File: config.mk
export PLATFORM = sky130hd
export DESIGN_NAME = mem_port_arbiter
export DESIGN_NICKNAME = d
export VERILOG_FILES = /design/src/rtl/mem_arb_pkg.sv /design/src/rtl/mem_timeout_counter.sv /design/src/rtl/mem_port_arbiter.sv
export SDC_FILE = /design/constraint.sdc
export NUM_CORES = 1
export LEC_CHECK = 0
export ABC_AREA = 1
export ABC_CLOCK_PERIOD_IN_PS = 4100
export CORE_MARGIN = 2
export CORE_UTILIZATION = 35
export DETAILED_ROUTE_END_ITERATION = 7
export PLACE_DENSITY = 0.71
export SLEW_MARGIN = 30
export SYNTH_ARGS = -nofsm -noshare
export SYNTH_HDL_FRONTEND = slang
export SYNTH_SLANG_ARGS = --single-unit
File: constraint.sdc
create_clock -name clk -period 4.1 [get_ports clk]
set_input_delay 1.025 -clock clk [delete_from_list [all_inputs] [get_ports clk]]
set_output_delay 1.025 -clock clk [all_outputs]
set_load 0.005 [all_outputs]
File: src/rtl/mem_arb_pkg.sv
// Shared definitions for the external memory port arbiter: FSM state encoding
// and requester IDs, kept here so later requesters (DMA, debug) can reuse them.
package mem_arb_pkg;

    localparam logic [1:0] ST_IDLE = 2'd0;
    localparam logic [1:0] ST_DMEM = 2'd1;
    localparam logic [1:0] ST_IMEM = 2'd2;

    typedef enum logic [1:0] {
        IDLE = ST_IDLE,
        DMEM = ST_DMEM,
        IMEM = ST_IMEM
    } arb_state_t;

    typedef logic [1:0] req_id_t;

    localparam req_id_t REQ_DMEM = 2'd0;
    localparam req_id_t REQ_IMEM = 2'd1;

endpackage

File: src/rtl/mem_timeout_counter.sv
// Saturating busy-cycle counter with synchronous clear; term flags that the
// next enabled increment would reach MAX.
module mem_timeout_counter #(
    parameter int MAX = 255
) (
    input  logic clk,
    input  logic rst,
    input  logic clr,
    input  logic en,
    output logic term
);

    localparam int W = $clog2(MAX + 1);
    localparam logic [W-1:0] LAST = W'(MAX - 1);
    localparam logic [W-1:0] TOP  = W'(MAX);

    logic [W-1:0] count;

    always_ff @(posedge clk) begin
        if (!rst || clr) begin
            count <= '0;
        end else if (en && count != TOP) begin
            count <= count + W'(1);
        end
    end

    assign term = (count == LAST);

endmodule

File: src/rtl/mem_port_arbiter.sv
// Arbitrates the single external memory port between dmem and imem requesters
// with dmem-first priority, an imem starvation guard and a per-transaction timeout.
module mem_port_arbiter
    import mem_arb_pkg::*;
#(
    parameter int WORD_SIZE    = 32,
    parameter int TIMEOUT      = 255,
    parameter int STARVE_LIMIT = 4
) (
    input  logic                 clk,
    input  logic                 rst,
    input  logic                 dmem_req,
    input  logic                 dmem_wr,
    input  logic [31:0]          dmem_addr,
    input  logic [WORD_SIZE-1:0] dmem_wdata,
    output logic                 dmem_gnt,
    output logic                 dmem_ack,
    input  logic                 imem_req,
    input  logic [31:0]          imem_addr,
    output logic                 imem_gnt,
    output logic                 imem_ack,
    output logic                 err,
    output logic [WORD_SIZE-1:0] rdata,
    output logic [31:0]          mem_addr,
    output logic [WORD_SIZE-1:0] data_in,
    output logic                 en_ext_mem_re,
    output logic                 en_ext_mem_wr,
    input  logic [WORD_SIZE-1:0] data_out,
    input  logic                 mem_ready
);

    localparam int STARVE_W = $clog2(STARVE_LIMIT + 1);
    localparam logic [STARVE_W-1:0] STARVE_MAX = STARVE_W'(STARVE_LIMIT);

    arb_state_t          state;
    req_id_t             owner;
    logic [STARVE_W-1:0] starve_cnt;
    logic                busy;
    logic                tmo_term;
    logic                imem_turn;

    assign busy = (state != IDLE);

    // imem wins only when dmem is absent or has used up its streak
    assign imem_turn = imem_req && (!dmem_req || starve_cnt == STARVE_MAX);

    mem_timeout_counter #(
        .MAX (TIMEOUT)
    ) u_tmo (
        .clk  (clk),
        .rst  (rst),
        .clr  (!busy),
        .en   (busy && !mem_ready),
        .term (tmo_term)
    );

    always_ff @(posedge clk) begin
        if (!rst) begin
            state         <= IDLE;
            owner         <= REQ_DMEM;
            starve_cnt    <= '0;
            dmem_gnt      <= 1'b0;
            dmem_ack      <= 1'b0;
            imem_gnt      <= 1'b0;
            imem_ack      <= 1'b0;
            err           <= 1'b0;
            rdata         <= '0;
            mem_addr      <= '0;
            data_in       <= '0;
            en_ext_mem_re <= 1'b0;
            en_ext_mem_wr <= 1'b0;
        end else begin
            dmem_ack <= 1'b0;
            imem_ack <= 1'b0;
            err      <= 1'b0;
            case (state)
                IDLE: begin
                    if (dmem_req && !imem_turn) begin
                        state         <= DMEM;
                        owner         <= REQ_DMEM;
                        dmem_gnt      <= 1'b1;
                        mem_addr      <= dmem_addr;
                        data_in       <= dmem_wr ? dmem_wdata : '0;
                        en_ext_mem_re <= !dmem_wr;
                        en_ext_mem_wr <= dmem_wr;
                        if (imem_req) begin
                            starve_cnt <= starve_cnt + STARVE_W'(1);
                        end
                    end else if (imem_turn) begin
                        state         <= IMEM;
                        owner         <= REQ_IMEM;
                        imem_gnt      <= 1'b1;
                        mem_addr      <= imem_addr;
                        data_in       <= '0;
                        en_ext_mem_re <= 1'b1;
                        en_ext_mem_wr <= 1'b0;
                        starve_cnt    <= '0;
                    end
                end
                DMEM, IMEM: begin
                    // mem_ready takes precedence over a coincident timeout
                    if (mem_ready || tmo_term) begin
                        if (mem_ready && en_ext_mem_re) begin
                            rdata <= data_out;
                        end
                        err           <= !mem_ready;
                        dmem_ack      <= (owner == REQ_DMEM);
                        imem_ack      <= (owner == REQ_IMEM);
                        dmem_gnt      <= 1'b0;
                        imem_gnt      <= 1'b0;
                        en_ext_mem_re <= 1'b0;
                        en_ext_mem_wr <= 1'b0;
                        state         <= IDLE;
                    end
                end
                default: state <= IDLE;
            endcase
        end
    end

endmodule

Word level (Yosys, flattened, before mapping)
Cells that the tools add are included.
{ "classes": {"n_addsub": 2, "eq_ne": 12, "mux": 25, "n_reduce_logical": 28} }
{ "op_table": {"columns": ["cell", "count"], "rows": [
  ["$mux 32", 5],
  ["$reduce_and 3->1", 5],
  ["$mux 2", 5],
  ["$ne 2x2->1 const B", 5],
  ["$mux 3", 3],
  ["$add 8x1->8 const B", 1],
  ["$eq 8x8->1 const B", 1],
  ["$ne 8x8->1 const B", 1],
  ["$pmux 1 s2", 4],
  ["$mux 1", 7],
  ["$logic_not 1->1", 6],
  ["$reduce_bool 2->1", 3],
  ["$logic_and 1x1->1", 5],
  ["$eq 2x1->1 const B", 2],
  ["$logic_not 2->1", 2],
  ["$pmux 2 s2", 1],
  ["$reduce_and 2->1", 2],
  ["$reduce_and 4->1", 1],
  ["$add 3x1->3 const B", 1],
  ["$eq 3x3->1 const B", 1],
  ["$logic_or 1x1->1", 3],
  ["$ne 3x3->1 const B", 1],
  ["$eq 2x2->1 const B", 1],
  ["$reduce_or 2->1", 1]
]} }
{ "word_totals": {"ff_bits": 118, "inputBits": 134, "out_inout_bits": 103, "elab_cells": 81} }

Logic depth before layout (Yosys ltp)
Gate-level depths: netlist (run 1).
{ "depth": {"depth_word": 7, "mapped_depth": 10, "depth_no_buf": 10} }

Cells and area by module
Synthesis (run 1) repeated with hierarchy kept, for this count alone.
{ "hier_totals": {"hier_cells": 711, "hier_area_um2": 4999.8} }
{ "modules_own_cells": {"columns": ["module", "n_inst", "cells_per_inst", "area_each_um2"], "rows": [
  ["mem_port_arbiter", 1, 645, 4528.1],
  ["mem_timeout_counter", 1, 66, 471.7]
]} }

Worst setup path after synthesis (run 1)
OpenSTA, ideal clock, no wires.
{ "synth_timing": {"path_kind": "in2reg", "start": "in imem_req", "end": "reg mem_addr[10]", "setup_time_ps": 120, "t_arrival_ps": 1694, "required_ps": 3980, "path_slack_ps": 2286, "cell_stages": 7, "path_buffers": 2, "cell_sequence": "inv_2 -> o21ai_2 -> buf_6 -> inv_2 -> buf_2 -> nand2_1 -> a21oi_1"} }
{ "synth_between": {"elab_chain_cells": 5, "elab_cells_between_ends": 6, "cone_classes": "1 x mux; 5 x reduce/logical"} }
{ "synth_lines": {"columns": ["element", "line", "rtl"], "rows": [
  ["from (decl)", "mem_port_arbiter.sv:18", "input logic imem_req,"],
  ["$logic_and 1x1->1 (*)", "mem_port_arbiter.sv:45", "assign imem_turn = imem_req && (!dmem_req || starve_cnt == STARVE_MAX);"],
  ["$logic_not 1->1", "mem_port_arbiter.sv:78", "if (dmem_req && !imem_turn) begin"],
  ["$logic_and 1x1->1", "mem_port_arbiter.sv:78", null],
  ["$reduce_bool 2->1 (no line)", null, null],
  ["$reduce_and 2->1 (no line)", null, null],
  ["to (signal assigned)", "mem_port_arbiter.sv:82", "mem_addr <= dmem_addr;"],
  ["to (signal assigned)", "mem_port_arbiter.sv:93", "mem_addr <= imem_addr;"],
  ["to (decl)", "mem_port_arbiter.sv:24", "output logic [31:0] mem_addr,"]
]} }
Every way passes the cells marked *; elsewhere a longest branch is shown, timed or not.
A chain may end at the register's enable or synchronous reset.

Final worst setup path (run 1)
{ "layout_timing": {"start": "in imem_req", "end": "reg en_ext_mem_re"} }
{ "layout_between": {"elab_chain_cells": 5, "elab_cells_between_ends": 7, "cone_classes": "1 x eq/ne; 2 x mux; 4 x reduce/logical"} }
{ "layout_lines": {"columns": ["element", "line", "rtl"], "rows": [
  ["$logic_and 1x1->1 (*)", "mem_port_arbiter.sv:45", null],
  ["$logic_not 1->1", "mem_port_arbiter.sv:78", null],
  ["$logic_and 1x1->1", "mem_port_arbiter.sv:78", null],
  ["$ne 3x3->1 (no line) or $mux 1 (tied branches)", null, null],
  ["$reduce_and 3->1 (no line) or $pmux 1 s2 (tied branches)", null, null],
  ["to (signal assigned)", "mem_port_arbiter.sv:84", "en_ext_mem_re <= !dmem_wr;"],
  ["to (decl)", "mem_port_arbiter.sv:26", "output logic en_ext_mem_re,"]
]} }
Marked as above.

==> impl_metrics.env, run 1 <==
export IMPL_grt_max_degree=71
export IMPL_hold_viol_final=0
export IMPL_cp_max_fo=22
export IMPL_synth_edf_count=0
export IMPL_final_area_mm2=0.00772
export IMPL_power_uw=3540
export IMPL_min_period_over_period_pct=61.6
export IMPL_numCtsBuffers=17
export IMPL_io_pins=237
export IMPL_synth_area_per_cell_um2=7.65
export IMPL_wl_um=14500
export IMPL_cts_root_buffer_cell="clkbuf_16"
export IMPL_start_util_pct=35.5
export IMPL_insertion_delay_ns=0.40
export IMPL_ant_nets=0
export IMPL_wl_per_cell_um=14.3
export IMPL_ys_seq_elements=117
export IMPL_multi_input_area_mm2=0.00191
export IMPL_syn_to_final_growth_pct=65.3
export IMPL_synth_main_ff_cell="dfxtp_1"
export IMPL_ir_drop_v=0.000219
export IMPL_fp_dieH_um=119
export IMPL_yosys_area_top_type="dfxtp_1"
export IMPL_io_buffers=236
export IMPL_clock_fmax_ghz=0.396
export IMPL_syn_cell_area_mm2=0.00467
export IMPL_dp_hpwl_um=10200
export IMPL_status="finished clean"
export IMPL_cts_repair_resized=0
export IMPL_final_max_slew_viol_count=0
export IMPL_rows=42
export IMPL_synth_warnings=0
export IMPL_period_minus_slack_ns=2.52
export IMPL_synth_most_common_cell="a21oi_1"
export IMPL_yosysSeqAreaShare_pct=50.2
export IMPL_powerDensity_mw_per_mm2=459
export IMPL_startpoint_type="primary input"
export IMPL_die_area_mm2=0.0143
export IMPL_postCtsHoldBufs=0
export IMPL_placed_area_mm2=0.00709
export IMPL_yosys_top_cells_count="a21oi_1 (142), dfxtp_1 (117), o21ai_0 (102)"
export IMPL_clkTransAtPathRegs_ns=0.05
export IMPL_die_w_um=119
export IMPL_grt_usage_pct=20.1
export IMPL_worstMarginPinSlew_ns=0.617
export IMPL_clockBufferDepth=2
export IMPL_yosys_top_cells_area="dfxtp_1 (50%), a21oi_1 (15%), o21ai_0 (11%)"
export IMPL_clock_sinks=117
export IMPL_fin_nets=969
export IMPL_vias=4929
export IMPL_core_mm2=0.0131
export IMPL_netlist_area_leader_share_pct=50.2
export IMPL_cts_setup_buffers=0
export IMPL_globalplace_congestion=0.809
export IMPL_gr_total_overflow=0
export IMPL_drive_gt1_share_pct=5.69
export IMPL_drt_iter0_drc=285
export IMPL_fin_setup_tns_ns=0
export IMPL_fin_skew_ns=0.00873
export IMPL_arrival_ns=2.82
export IMPL_antenna_found_initial=0
export IMPL_setup_viol=0
export IMPL_seq_area_mm2=0.00234
export IMPL_grt_pass1_vias=4595
export IMPL_drt_pass1_iter_count=5
export IMPL_max_cap_violations=0
export IMPL_worst_hold_slack_ns=0.445
export IMPL_cts_tree="done"
export IMPL_synth_nets=749
export IMPL_crit_type="primary input to flop"
export IMPL_required_ns=4.39
export IMPL_drc_errors=0
export IMPL_endpoint_kind="flop"
export IMPL_syn_inst=610
export IMPL_max_slew_margin_rel_pct=58.9
export IMPL_grt_pass1_wl_um=22800
export IMPL_ys_types=25
export IMPL_leakage_uw=0.00289
export IMPL_diodes=0
export IMPL_fill_cells=1158
export IMPL_async_reset_ff_share_pct=0
export IMPL_vias_per_cell=4.84
export IMPL_hold_class="flop to flop"
export IMPL_rsz0062_at_grt="false"
export IMPL_htreeDepth=4
-- report_power, final --
group | leakage [uW] | total, uW | switching [uW] | internal (uW)
registers | 0.000960 | 1310 | 59.5 | 1250
clock network | 0.000291 | 1550 | 518 | 1030
logic | 0.00164 | 682 | 302 | 379
-- through the flow --
step | util, % | cells | worst slack, ns
floorplan | - | 610 | 2.29
global placement | 53.9 | 987 | 1.07
detailed placement | 53.9 | 987 | 1.03
CTS | 58.7 | 1019 | 1.46
global route | 58.7 | 1019 | 1.49
finish | 58.7 | 1019 | 1.58
-- critical path: stages --
cell and delay, ns:
clkdlybuf4s50_1 0.48, inv_2 0.13, o21ai_2 0.09, nor2_2 0.44
buf_4 0.36, nor2_1 0.06, o21ai_0 0.17, nor2_1 0.05
-- cells in the final DEF (no fill, tap or decap) --
master,count
a211oi_1,1
a21oi_1,142
a21oi_4,1
and2_1,1
buf_2,1
buf_4,6
bufinv_16,4
clkbuf_1,1
clkbuf_16,17
clkbuf_8,1
clkdlybuf4s50_1,235
clkinv_2,3
clkinv_4,1
clkinvlp_4,5
dfxtp_1,117
ha_1,5
inv_1,55
inv_2,4
nand2_1,100
nand2_2,1
nand3_1,9
nand3_2,1
nand3_4,1
nand4_1,1
nor2_1,20
nor2_2,1
nor3_1,2
o21ai_0,102
o21ai_2,1
or2_1,1
xnor2_1,2
xor2_1,1
-- per-layer routing --
layer | track usage (%) | vias to the layer above | part of all wire [%]
met2 | 32.9 | 227 | 47
met3 | 7.27 | 14 | 8.8
li1 | - | 2461 | -
met5 | 0 | - | 0
met1 | 24.1 | 2227 | 43
met4 | 7.50 | 0 | 1.4
-- layout make-up --
type	count	area share, %
flip-flops and latches	117	30.4
inverters	59	2.87
well taps	176	2.85
multi-input cells	393	24.7
clock buffers	19	5.74
repair buffers	242	31.1
clock inverters	13	2.35
-- kinds of logic after synthesis --
group / Yosys count / share of synthesized area (%)
flops: 117 / 50.2
fa+ha+maj: 5 / 1.34
buf+inv: 100 / 9.25
compound gates: 247 / 26.9
simple gates: 138 / 11.8
xor+xnor: 3 / 0.563
-- sequential cells by signal, summed over array words and instances, names as in the netlist --
signal / count
en_ext_mem_re: 1
en_ext_mem_wr: 1
data_in: 32
owner: 1
err: 1
dmem_gnt: 1
mem_addr: 32
rdata: 32
imem_gnt: 1
u_tmo.count: 8
state: 2
starve_cnt: 3
imem_ack: 1
dmem_ack: 1
-- path summary, 6_finish.rpt --
| path | startpoint | end | slack, ns | cells past startpoint |
|---|---|---|---|---|
| hold reg to reg | rdata[18] | rdata[18] | 0.44 | 2 |
| hold / removal | rdata[18] | rdata[18] | 0.44 | 2 |
| setup reg to reg | starve_cnt[0] | en_ext_mem_re | 2.10 | 9 |
| setup / recovery | imem_req | en_ext_mem_re | 1.58 | 8 |
Power figures use the tool's default switching activity.
==> run 2: changes to the inputs <==
--- a/config.mk
+++ b/config.mk
@@ -6,11 +6,11 @@
 export NUM_CORES = 1
 export LEC_CHECK = 0
 export ABC_AREA = 1
-export ABC_CLOCK_PERIOD_IN_PS = 4100
+export ABC_CLOCK_PERIOD_IN_PS = 2100
 export CORE_MARGIN = 2
 export CORE_UTILIZATION = 35
 export DETAILED_ROUTE_END_ITERATION = 7
-export PLACE_DENSITY = 0.71
+export PLACE_DENSITY = 0.74
 export SLEW_MARGIN = 30
 export SYNTH_ARGS = -nofsm -noshare
 export SYNTH_HDL_FRONTEND = slang
==> constraint.sdc (replaced) <==
create_clock -name clk -period 2.1 [get_ports clk]
set_input_delay 0.525 -clock clk [delete_from_list [all_inputs] [get_ports clk]]
set_output_delay 0.525 -clock clk [all_outputs]
set_load 0.005 [all_outputs]
==> impl_metrics.env, run 2 (synthesized netlist as in run 1, its figures left out) <==
export IMPL_status="finished clean"
export IMPL_vias_per_cell=4.80
export IMPL_endpoint_kind="output pin"
export IMPL_place_ws_ns=-0.0215
export IMPL_fin_setup_tns_ns=0
export IMPL_startpoint_type="flop"
export IMPL_clkTransAtPathRegs_ns=0.05
export IMPL_r2r_setup_slack_ns=0.42
export IMPL_use_met2_pct=31.9
export IMPL_hold_class="flop to flop"
export IMPL_powerDensity_mw_per_mm2=872
export IMPL_diodes=0
export IMPL_period_minus_slack_ns=1.83
export IMPL_reg_largest_list="data_in (32), mem_addr (32), rdata (32)"
export IMPL_fin_nets=977
export IMPL_max_slew_margin_rel_pct=60.3
export IMPL_clock_fmax_ghz=0.546
export IMPL_drc_errors=0
export IMPL_cts_root_buffer_cell="clkbuf_16"
export IMPL_die_area_mm2=0.0143
export IMPL_drt_pass1_iter_count=5
export IMPL_globalplace_congestion=0.845
export IMPL_core_mm2=0.0131
export IMPL_worstMarginPinSlew_ns=0.594
export IMPL_antenna_found_initial=0
export IMPL_cts_repair_resized=0
export IMPL_io_buffers=236
export IMPL_max_cap_violations=0
export IMPL_p_sw_share_pct=25.1
export IMPL_drive_gt1_share_pct=6.46
export IMPL_hold_viol_final=0
export IMPL_cp_top_family="buffers and inverters"
export IMPL_seqPwrFrac_pct=37.6
export IMPL_fp_dieH_um=119
export IMPL_wl_per_cell_um=14.0
export IMPL_fin_util_pct=59.4
export IMPL_setup_viol=0
export IMPL_ir_drop_v=0.000437
export IMPL_vias=4927
export IMPL_grt_pass1_wl_um=22800
export IMPL_final_setup_worst_slack_ns=0.270
export IMPL_final_common_cell="clkdlybuf4s50_1"
export IMPL_crit_buf_inv=1
export IMPL_layout_common_cells="clkdlybuf4s50_1 (235), a21oi_1 (142), dfxtp_1 (117), o21ai_0 (102), nand2_1 (100)"
export IMPL_clockBufferDepth=2
export IMPL_postCtsHoldBufs=0
export IMPL_crit_type="flop to output pin"
export IMPL_required_ns=1.57
export IMPL_p_int_uw=5100
export IMPL_clock_sinks=117
export IMPL_gr_total_overflow=0
export IMPL_grt_usage_pct=20.1
export IMPL_use_met1_pct=23.8
export IMPL_p_sw_uw=1710
export IMPL_grt_max_degree=65
export IMPL_placed_area_mm2=0.00722
export IMPL_met3_usage_pct=8.13
export IMPL_cp_max_fo=2
export IMPL_wl_um=14400
export IMPL_dp_hpwl_um=9990
export IMPL_cts_setup_buffers=0
export IMPL_fin_skew_ns=0.00524
export IMPL_path_cells="clkdlybuf4s50_1"
export IMPL_ant_nets=0
export IMPL_crit_slowest_cell="clkdlybuf4s50_1"
export IMPL_min_period_over_period_pct=87.1
export IMPL_start_util_pct=35.5
export IMPL_numCtsBuffers=17
export IMPL_io_pins=237
export IMPL_pwr_share_comb_pct=20.5
export IMPL_final_area_mm2=0.00781
export IMPL_cts_tree="done"
export IMPL_p_clk_share_pct=42.0
export IMPL_leakage_uw=0.00296
export IMPL_arrival_ns=1.31
export IMPL_rows=42
export IMPL_die_w_um=119
export IMPL_cpPeakStageDelay_ns=0.58
export IMPL_rsz0062_at_grt="false"
export IMPL_syn_to_final_growth_pct=67.3
export IMPL_drt_iter0_drc=290
export IMPL_grt_pass1_vias=4723
export IMPL_htreeDepth=4
export IMPL_insertion_delay_ns=0.41
export IMPL_grt_busiest_layer="met2"
export IMPL_final_max_slew_viol_count=0
## run 2: cell types whose count changed in the layout (fill, tap and decap cells not counted), sizes merged
| cell | change |
|---|---|
| clkbuf | +4 |
| clkinv | +1 |
| clkinvlp | -3 |
| bufinv | -2 |
| buf | +8 |
## run 2: metal layers
layer	vias to the layer above	part of all wire, %
met2	210	44
met3	31	9.5
met5	-	0
li1	2474	-
met1	2212	44
met4	0	2.9
## run 2: final cells by class
type / count / area [um2]
Fill cell: 1183 / 5330
Timing Repair Buffer: 250 / 2540
Sequential cell: 117 / 2340
Multi-Input combinational cell: 393 / 1900
Clock buffer: 23 / 488
Inverter: 59 / 221
Tap cell: 176 / 220
Clock inverter: 9 / 100
## run 2: power groups by stage
stage / clock (uW) / sequential (uW) / combinational (uW)
finish: 2860 / 2560 / 1390
global route: 3030 / 2580 / 1520
CTS: 2910 / 2560 / 1400
detailed placement: 0 / 2600 / 1390
global placement: 0 / 2600 / 1380
floorplan: 0 / 2610 / 526
## run 2: through the flow
stage | cells | hold WS [ns] | power [uW]
global route | 1027 | 0.461 | 7130
detailed placement | 995 | 0.434 | 3990
CTS | 1027 | 0.443 | 6870
global placement | 995 | 0.430 | 3970
floorplan | 610 | 0.412 | 3140
finish | 1027 | 0.441 | 6810
## run 2: final timing paths
path / start / endpoint / depth (start not counted)
min: rdata[18] / rdata[18] / 2
min reg2reg: rdata[18] / rdata[18] / 2
max: mem_addr[31] / mem_addr[31] / 1
max reg2reg: state[0] / mem_addr[23] / 9
